[config.mk]
export PLATFORM = sky130hd
export DESIGN_NAME = packet_serializer
export DESIGN_NICKNAME = d
export VERILOG_FILES = /design/src/rtl/packet_serializer.sv
export SDC_FILE = /design/constraint.sdc
export NUM_CORES = 1
export LEC_CHECK = 0
export BUFFER_PORTS_ARGS = -buffer_cell sky130_fd_sc_hd__buf_2
export CAP_MARGIN = 20
export CORE_MARGIN = 5
export CORE_UTILIZATION = 30
export DETAILED_ROUTE_END_ITERATION = 16
export GPL_ROUTABILITY_DRIVEN = 1
export PLACE_DENSITY_LB_ADDON = 0.2
export SLEW_MARGIN = 15
export SYNTH_ARGS = -nofsm -noshare
export SYNTH_HDL_FRONTEND = slang
export SYNTH_SLANG_ARGS = --single-unit
[constraint.sdc]
create_clock -name i_clk -period 3.2 [get_ports i_clk]
set_input_delay 0.64 -clock i_clk [delete_from_list [all_inputs] [get_ports i_clk]]
set_output_delay 0.64 -clock i_clk [all_outputs]
set_load 0.01 [all_outputs]
[src/rtl/packet_serializer.sv]
// packet_serializer: parallel-to-serial converter with a one-word holding buffer.
// A shift register drives the serial output. A holding register lets the next word
// wait, so that back-to-back words come out as one gapless bit stream.
module packet_serializer #(
  parameter int unsigned WIDTH        = 8,
  parameter int unsigned CLKS_PER_BIT = 1,
  parameter bit          MSB_FIRST    = 1'b1
) (
  input  logic             i_clk,
  input  logic             i_reset,
  input  logic [WIDTH-1:0] i_data,
  input  logic             i_valid,
  output logic             o_ready,
  output logic             o_packet,
  output logic             o_bit_strobe,
  output logic             o_last,
  output logic             o_busy
);

  localparam int unsigned PW = (CLKS_PER_BIT > 1) ? $clog2(CLKS_PER_BIT) : 1;
  localparam int unsigned IW = (WIDTH > 1) ? $clog2(WIDTH) : 1;
  localparam logic [PW-1:0] PRESC_MAX = PW'(CLKS_PER_BIT - 1);
  localparam logic [IW-1:0] IDX_MAX   = IW'(WIDTH - 1);

  typedef enum logic {
    IDLE  = 1'b0,
    SHIFT = 1'b1
  } state_t;

  state_t           state, state_nxt;
  logic [PW-1:0]    presc, presc_nxt;
  logic [IW-1:0]    idx, idx_nxt;
  logic [WIDTH-1:0] shreg, shreg_nxt;
  logic [WIDTH-1:0] hold, hold_nxt;
  logic             hold_full, hold_full_nxt;

  logic take;
  logic bit_end;
  logic word_end;

  // A word transfers whenever the holding slot is free
  assign take     = i_valid & ~hold_full;
  assign bit_end  = (state == SHIFT) && (presc == PRESC_MAX);
  assign word_end = bit_end && (idx == IDX_MAX);

  // State and datapath registers; reset clears everything, discarding in-flight words
  always_ff @(posedge i_clk or negedge i_reset) begin
    if (!i_reset) begin
      state     <= IDLE;
      presc     <= '0;
      idx       <= '0;
      shreg     <= '0;
      hold      <= '0;
      hold_full <= 1'b0;
    end else begin
      state     <= state_nxt;
      presc     <= presc_nxt;
      idx       <= idx_nxt;
      shreg     <= shreg_nxt;
      hold      <= hold_nxt;
      hold_full <= hold_full_nxt;
    end
  end

  // Next-state and datapath update: load, shift, refill from the holding slot
  always_comb begin
    state_nxt     = state;
    presc_nxt     = presc;
    idx_nxt       = idx;
    shreg_nxt     = shreg;
    hold_nxt      = hold;
    hold_full_nxt = hold_full;

    case (state)
      IDLE: begin
        if (take) begin
          state_nxt = SHIFT;
          shreg_nxt = i_data;
          presc_nxt = '0;
          idx_nxt   = '0;
        end
      end

      SHIFT: begin
        if (word_end) begin
          // Final bit period ends: refill from hold, else from input, else go idle.
          // A full hold blocks take, so both sources never compete.
          presc_nxt = '0;
          idx_nxt   = '0;
          if (hold_full) begin
            shreg_nxt     = hold;
            hold_full_nxt = 1'b0;
          end else if (take) begin
            shreg_nxt = i_data;
          end else begin
            state_nxt = IDLE;
            shreg_nxt = '0;
          end
        end else begin
          if (take) begin
            hold_nxt      = i_data;
            hold_full_nxt = 1'b1;
          end
          if (bit_end) begin
            presc_nxt = '0;
            idx_nxt   = idx + IW'(1);
            shreg_nxt = MSB_FIRST ? (shreg << 1) : (shreg >> 1);
          end else begin
            presc_nxt = presc + PW'(1);
          end
        end
      end

      default: begin
        state_nxt = IDLE;
      end
    endcase
  end

  // Outputs decode directly from registered state, so async reset shows at once
  assign o_ready      = ~hold_full;
  assign o_busy       = (state == SHIFT) | hold_full;
  assign o_packet     = (state == SHIFT) & (MSB_FIRST ? shreg[WIDTH-1] : shreg[0]);
  assign o_bit_strobe = (state == SHIFT) && (presc == '0);
  assign o_last       = (state == SHIFT) && (idx == IDX_MAX);

endmodule
; After elaboration in Yosys (flattened, before gate mapping)
; Cells that the tools add are included.
[word_totals]
register_bits = 22
input_bits = 11
wordCells = 45
[classes]
addsub = 2
n_eq_ne = 3
mux = 20
bitwise = 7
reduce_logical = 7
[op_table]
columns = operator, n
row1 = two-way mux 8 bit, 5
row2 = one-hot mux 8 bit (2 select lines), 1
row3 = two-way mux 3 bit, 3
row4 = two-way mux 1 bit, 8
row5 = one-hot mux 3 bit (2 select lines), 1
row6 = NOT 1 bit, 4
row7 = one-hot mux 1 bit (2 select lines), 2
row8 = AND reduction 2 bit, 2
row9 = adder 3 x 1 -> 3 bit (second input constant), 1
row10 = == test 3 bit (second input constant), 1
row11 = logical AND 1 bit, 3
row12 = != test 3 x 1 -> 1 bit (second input constant), 1
row13 = AND reduction 3 bit, 1
row14 = bitwise AND 1 bit, 2
row15 = != test 2 bit (second input constant), 1
row16 = nonzero test 2 bit, 1
row17 = adder 1 bit (second input constant), 1
row18 = bitwise OR 1 bit, 1

; Longest topological paths before layout
[logic_depth]
word_depth = 6
ltp_mapped = 5

; Worst setup path after synthesis
; OpenSTA, ideal clock, no wires.
[synth_path]
path_kind = input-to-reg
from = input i_valid
to = register shreg[1]
setup_time_ns = 0.126
t_arrival_ns = 1.713
required_time_ns = 3.074
path_slack_ns = 1.361
cell_stages = 5
path_buffers = 2
path_cell_list = buf_4 or3b_1 buf_6 o21a_1 o32a_1
[synth_between]
elab_chain_cells = 5
elab_cells_between_ends = 7
cone_classes = eq/ne: 1 / mux: 4 / bitwise: 1 / reduce/logical: 1
[synth_rtl]
columns = element, line_no
row1 = from (decl), 12  ; input logic i_valid,
row2 = bitwise AND 1 bit *, 42  ; assign take = i_valid & ~hold_full;
row3 = two-way mux 8 bit, 93  ; end else if (take) begin
row4 = two-way mux 8 bit, 90  ; if (hold_full) begin
row5 = two-way mux 8 bit, 85  ; if (word_end) begin
row6 = one-hot mux 8 bit (2 select lines), 74  ; case (state)
row7 = to (signal assigned), 59  ; shreg <= shreg_nxt;
row8 = to (decl), 33  ; logic [WIDTH-1:0] shreg, shreg_nxt;
; Mark *: on every way between the ends. The rest lies on a longest branch, timed or not.
; A chain may end at the register's enable or synchronous reset.

; Worst setup path after layout
[layout_path]
from = register state
to = output o_bit_strobe
[layout_between]
elab_chain_cells = 1
[layout_rtl]
columns = element, line_no
row1 = from (decl), 30  ; state_t state, state_nxt;
row2 = from (signal assigned), 56  ; state <= state_nxt;
row3 = logical AND 1 bit, 124  ; assign o_bit_strobe = (state == SHIFT) && (presc == '0);
row4 = to (decl), 15  ; output logic o_bit_strobe,
; No other way between the ends.

==> key figures <==
Global route
  • Vias in the first global route: 868
  • GRT Total Usage: 11.5%
  • Largest net degree at the start of global routing: 23
  • Global-route wire length before repair: 4580 um
  • Initial antenna violation count: 0
  • GRT overflow: 0

Finish
  • Antenna diode count: 0
  • Fill cells: 377
  • Final Util: 35.1%
  • Area grow syn2layout: 13.2%
  • # nets final: 132
  • Sequential Area: 551 um^2
  • Multi-input logic area: 548 um^2
  • Share of cells above drive strength 1: 24.6%

Die
  • Initial Util: 31.0%
  • Die Width: 71.8 um
  • Chip height: 71.8 um
  • Die Area: 0.00515 mm^2
  • Num ports: 16
  • Cell Rows: 22
  • Core area: 0.00369 mm^2

Min path
  • Worst min path class: in -> async

Critical path
  • Crit path capture type: output pin
  • Required time worst endpoint: 2.56 ns
  • Worst Setup Path Type: reg -> out
  • CP startpoint kind: register
  • CP peak stage delay: 0.67 ns
  • Sequence of cells on the critical path: nand2b_1, inv_1, buf_2
  • Crit path arrival time: 1.64 ns
  • R2R setup slack: 1.18 ns
  • Critical Path Fanout Max: 18
  • CP max stage cell: dfrtp_1

Route
  • DRT antenna net count: 0
  • Via/cell ratio: 5.17
  • Initial DRC Count: 39
  • First-pass detailed-route iteration total: 4
  • Routed WL: 2640 um
  • Wire per inst: 15.9 um
  • Vias: 858
  • Residual DRC: 0

Yosys
  • Most frequent cells after synthesis: 22 x dfrtp_1, 10 x nand2_1, 9 x mux2_2, 8 x nand3b_1
  • Post-synth ARST share: 100%
  • Yosys top cell by area: dfrtp_1
  • Synth Area in Adders: 2.19%
  • Post-synth cell types: 26
  • Synth Cell Area: 0.00114 mm^2
  • Syn nets: 119
  • Top-count cell post-synth: dfrtp_1
  • Largest family of logic cells by synthesized area: simple AND/OR/NAND/NOR gates
  • Synthesis Warnings: 0
  • Seq cells post-synth: 22
  • Post-synthesis xor/xnor area fraction: 0%
  • Post-synthesis sequential area ratio: 48.1%
  • Syn Area/Cell: 10.8 um^2
  • Multiplexer area fraction after synthesis: 8.85%
  • Post-synth top flop: dfrtp_1
  • Post-synth EDFFs: 0
  • Synth top area cells: dfrtp_1 48%, mux2_2 8.9%, o32a_1 5.2%, nand3b_1 5.2%, o21a_1 3.9%
  • Complex-gate fraction of the synthesized area: 17.6%
  • Mapped Cells: 106
  • Synth top area share: 48.1%
  • Simple-Gate Fraction of Synth Area: 19.2%

STA
  • Minimum clock period: 2.28 ns
  • Normalized max-slew margin: 61.0%
  • Unrepaired setup endpoints after global routing: no
  • Fin. Hold Viols: 0
  • Final setup vio count: 0
  • Final Max Tran Viols: 0
  • Setup tns final: 0 ns
  • Skew final: 0.00157 ns
  • Period utilization: 71.1%
  • Fmax: 439 MHz
  • Least-Margin Pin Slew: 0.585 ns

CTS
  • TritonCTS clock tree: done
  • Clk buf depth: 2
  • Post-CTS setup repair buffer count: 0
  • # resized after CTS: 0
  • CTS sink count: 22
  • Num CTS Buffers: 3
  • Number of H-tree levels: 1
  • Reg clk slew, reported paths: 0.08 ns
  • Worst-skew pair later-pin latency: 0.26 ns
  • Hold-fix buffers, CTS: 0
  • Root buf cell: clkbuf_8

Power and ir drop
  • Seq pwr share: 42.8%
  • Total power: 1.21 mW
  • Pwr dens: 930 mW/mm^2
  • Clock network fraction of total power: 16.3%
  • Peak VDD IR: 418 uV
  • P_sw: 413 uW
  • Gate power share: 40.9%
  • Leak pwr: 0.572 nW
  • Sw frac: 34.2%
  • Cell internal pwr: 793 uW

Place
  • Detailed Place HPWL: 1830 um
  • Routability cong.: 0.751
  • PortBufs: 15

Job
  • Max Cap Viol: 0

Status
  • Status: completed
## metrics by stage
step / setup WS, ns / area, um^2 / instances / hold WS (ns)
after floorplan: 1.36 / 1140 / 106 / 0.344
after global placement: 1.15 / 1240 / 162 / 0.480
after detailed placement: 1.14 / 1240 / 162 / 0.481
after CTS: 0.915 / 1300 / 166 / 0.353
after global routing: 0.760 / 1300 / 166 / 0.384
final: 0.923 / 1300 / 166 / 0.347
## per-layer routing
metal	part of all wire [%]	global-route usage, %
met5	0	0
met4	0.72	2.51
met3	5.1	3.51
met2	43	17.0
met1	51	16.5
## cells by family after synthesis
logic type / Yosys count
fa+ha+maj: 2
simple gates: 37
buf+inv: 9
compound gates: 27
flops: 22
mux: 9
## path summary, 6_finish.rpt
check                               from           end  cells past startpoint
worst min-delay path             i_reset         presc                      1
max in group asynchronous        i_reset       hold[3]                      1
min in group i_clk              shreg[2]      shreg[2]                      1
worst max register to register    idx[0]       hold[1]                      5
worst max-delay path               state  o_bit_strobe                      3
worst min register to register  shreg[2]      shreg[2]                      1
## flip-flops by register name (all words and copies together) (netlist names)
register   cells
hold           8
shreg          8
state          1
presc          1
hold_full      1
idx            3
## power by group through the flow
stage	combinational, mW	clock, mW	sequential, mW
after floorplan	0.436	0	0.458
after global placement	0.486	0	0.517
after detailed placement	0.500	0	0.522
after CTS	0.500	0.206	0.516
after global routing	0.558	0.218	0.538
final	0.493	0.197	0.516
## critical path: cells and delay by family (launching register included)
family | cells | cell delay (ns)
flip-flops | 1 | 0.67
buffers and inverters | 2 | 0.32
AND/OR/NAND/NOR | 1 | 0.39
## layout make-up
class	count	area share, %
inverters	2	0.579
multi-input cells	75	42.3
well taps	48	4.63
flip-flops and latches	22	42.5
repair buffers	15	5.79
clock buffers	4	4.25
## cell usage in the layout (no fill, tap or decap)
cell type  instances
nor2b_1            1
nand3b_1           8
a32oi_1            2
o21ai_0            3
and3_1             6
or3b_1             1
mux2_2             9
dfrtp_1           22
nand2_1           10
buf_2             15
a22o_1             2
a21o_1             1
or2_2              1
o21a_1             6
ha_1               2
nand3_1            1
a21oi_1            6
inv_1              2
clkbuf_8           4
nand2b_1           3
nor3b_1            2
o32a_1             6
and2_1             4
a2bb2oi_1          1
Power figures use the tool's default switching activity.
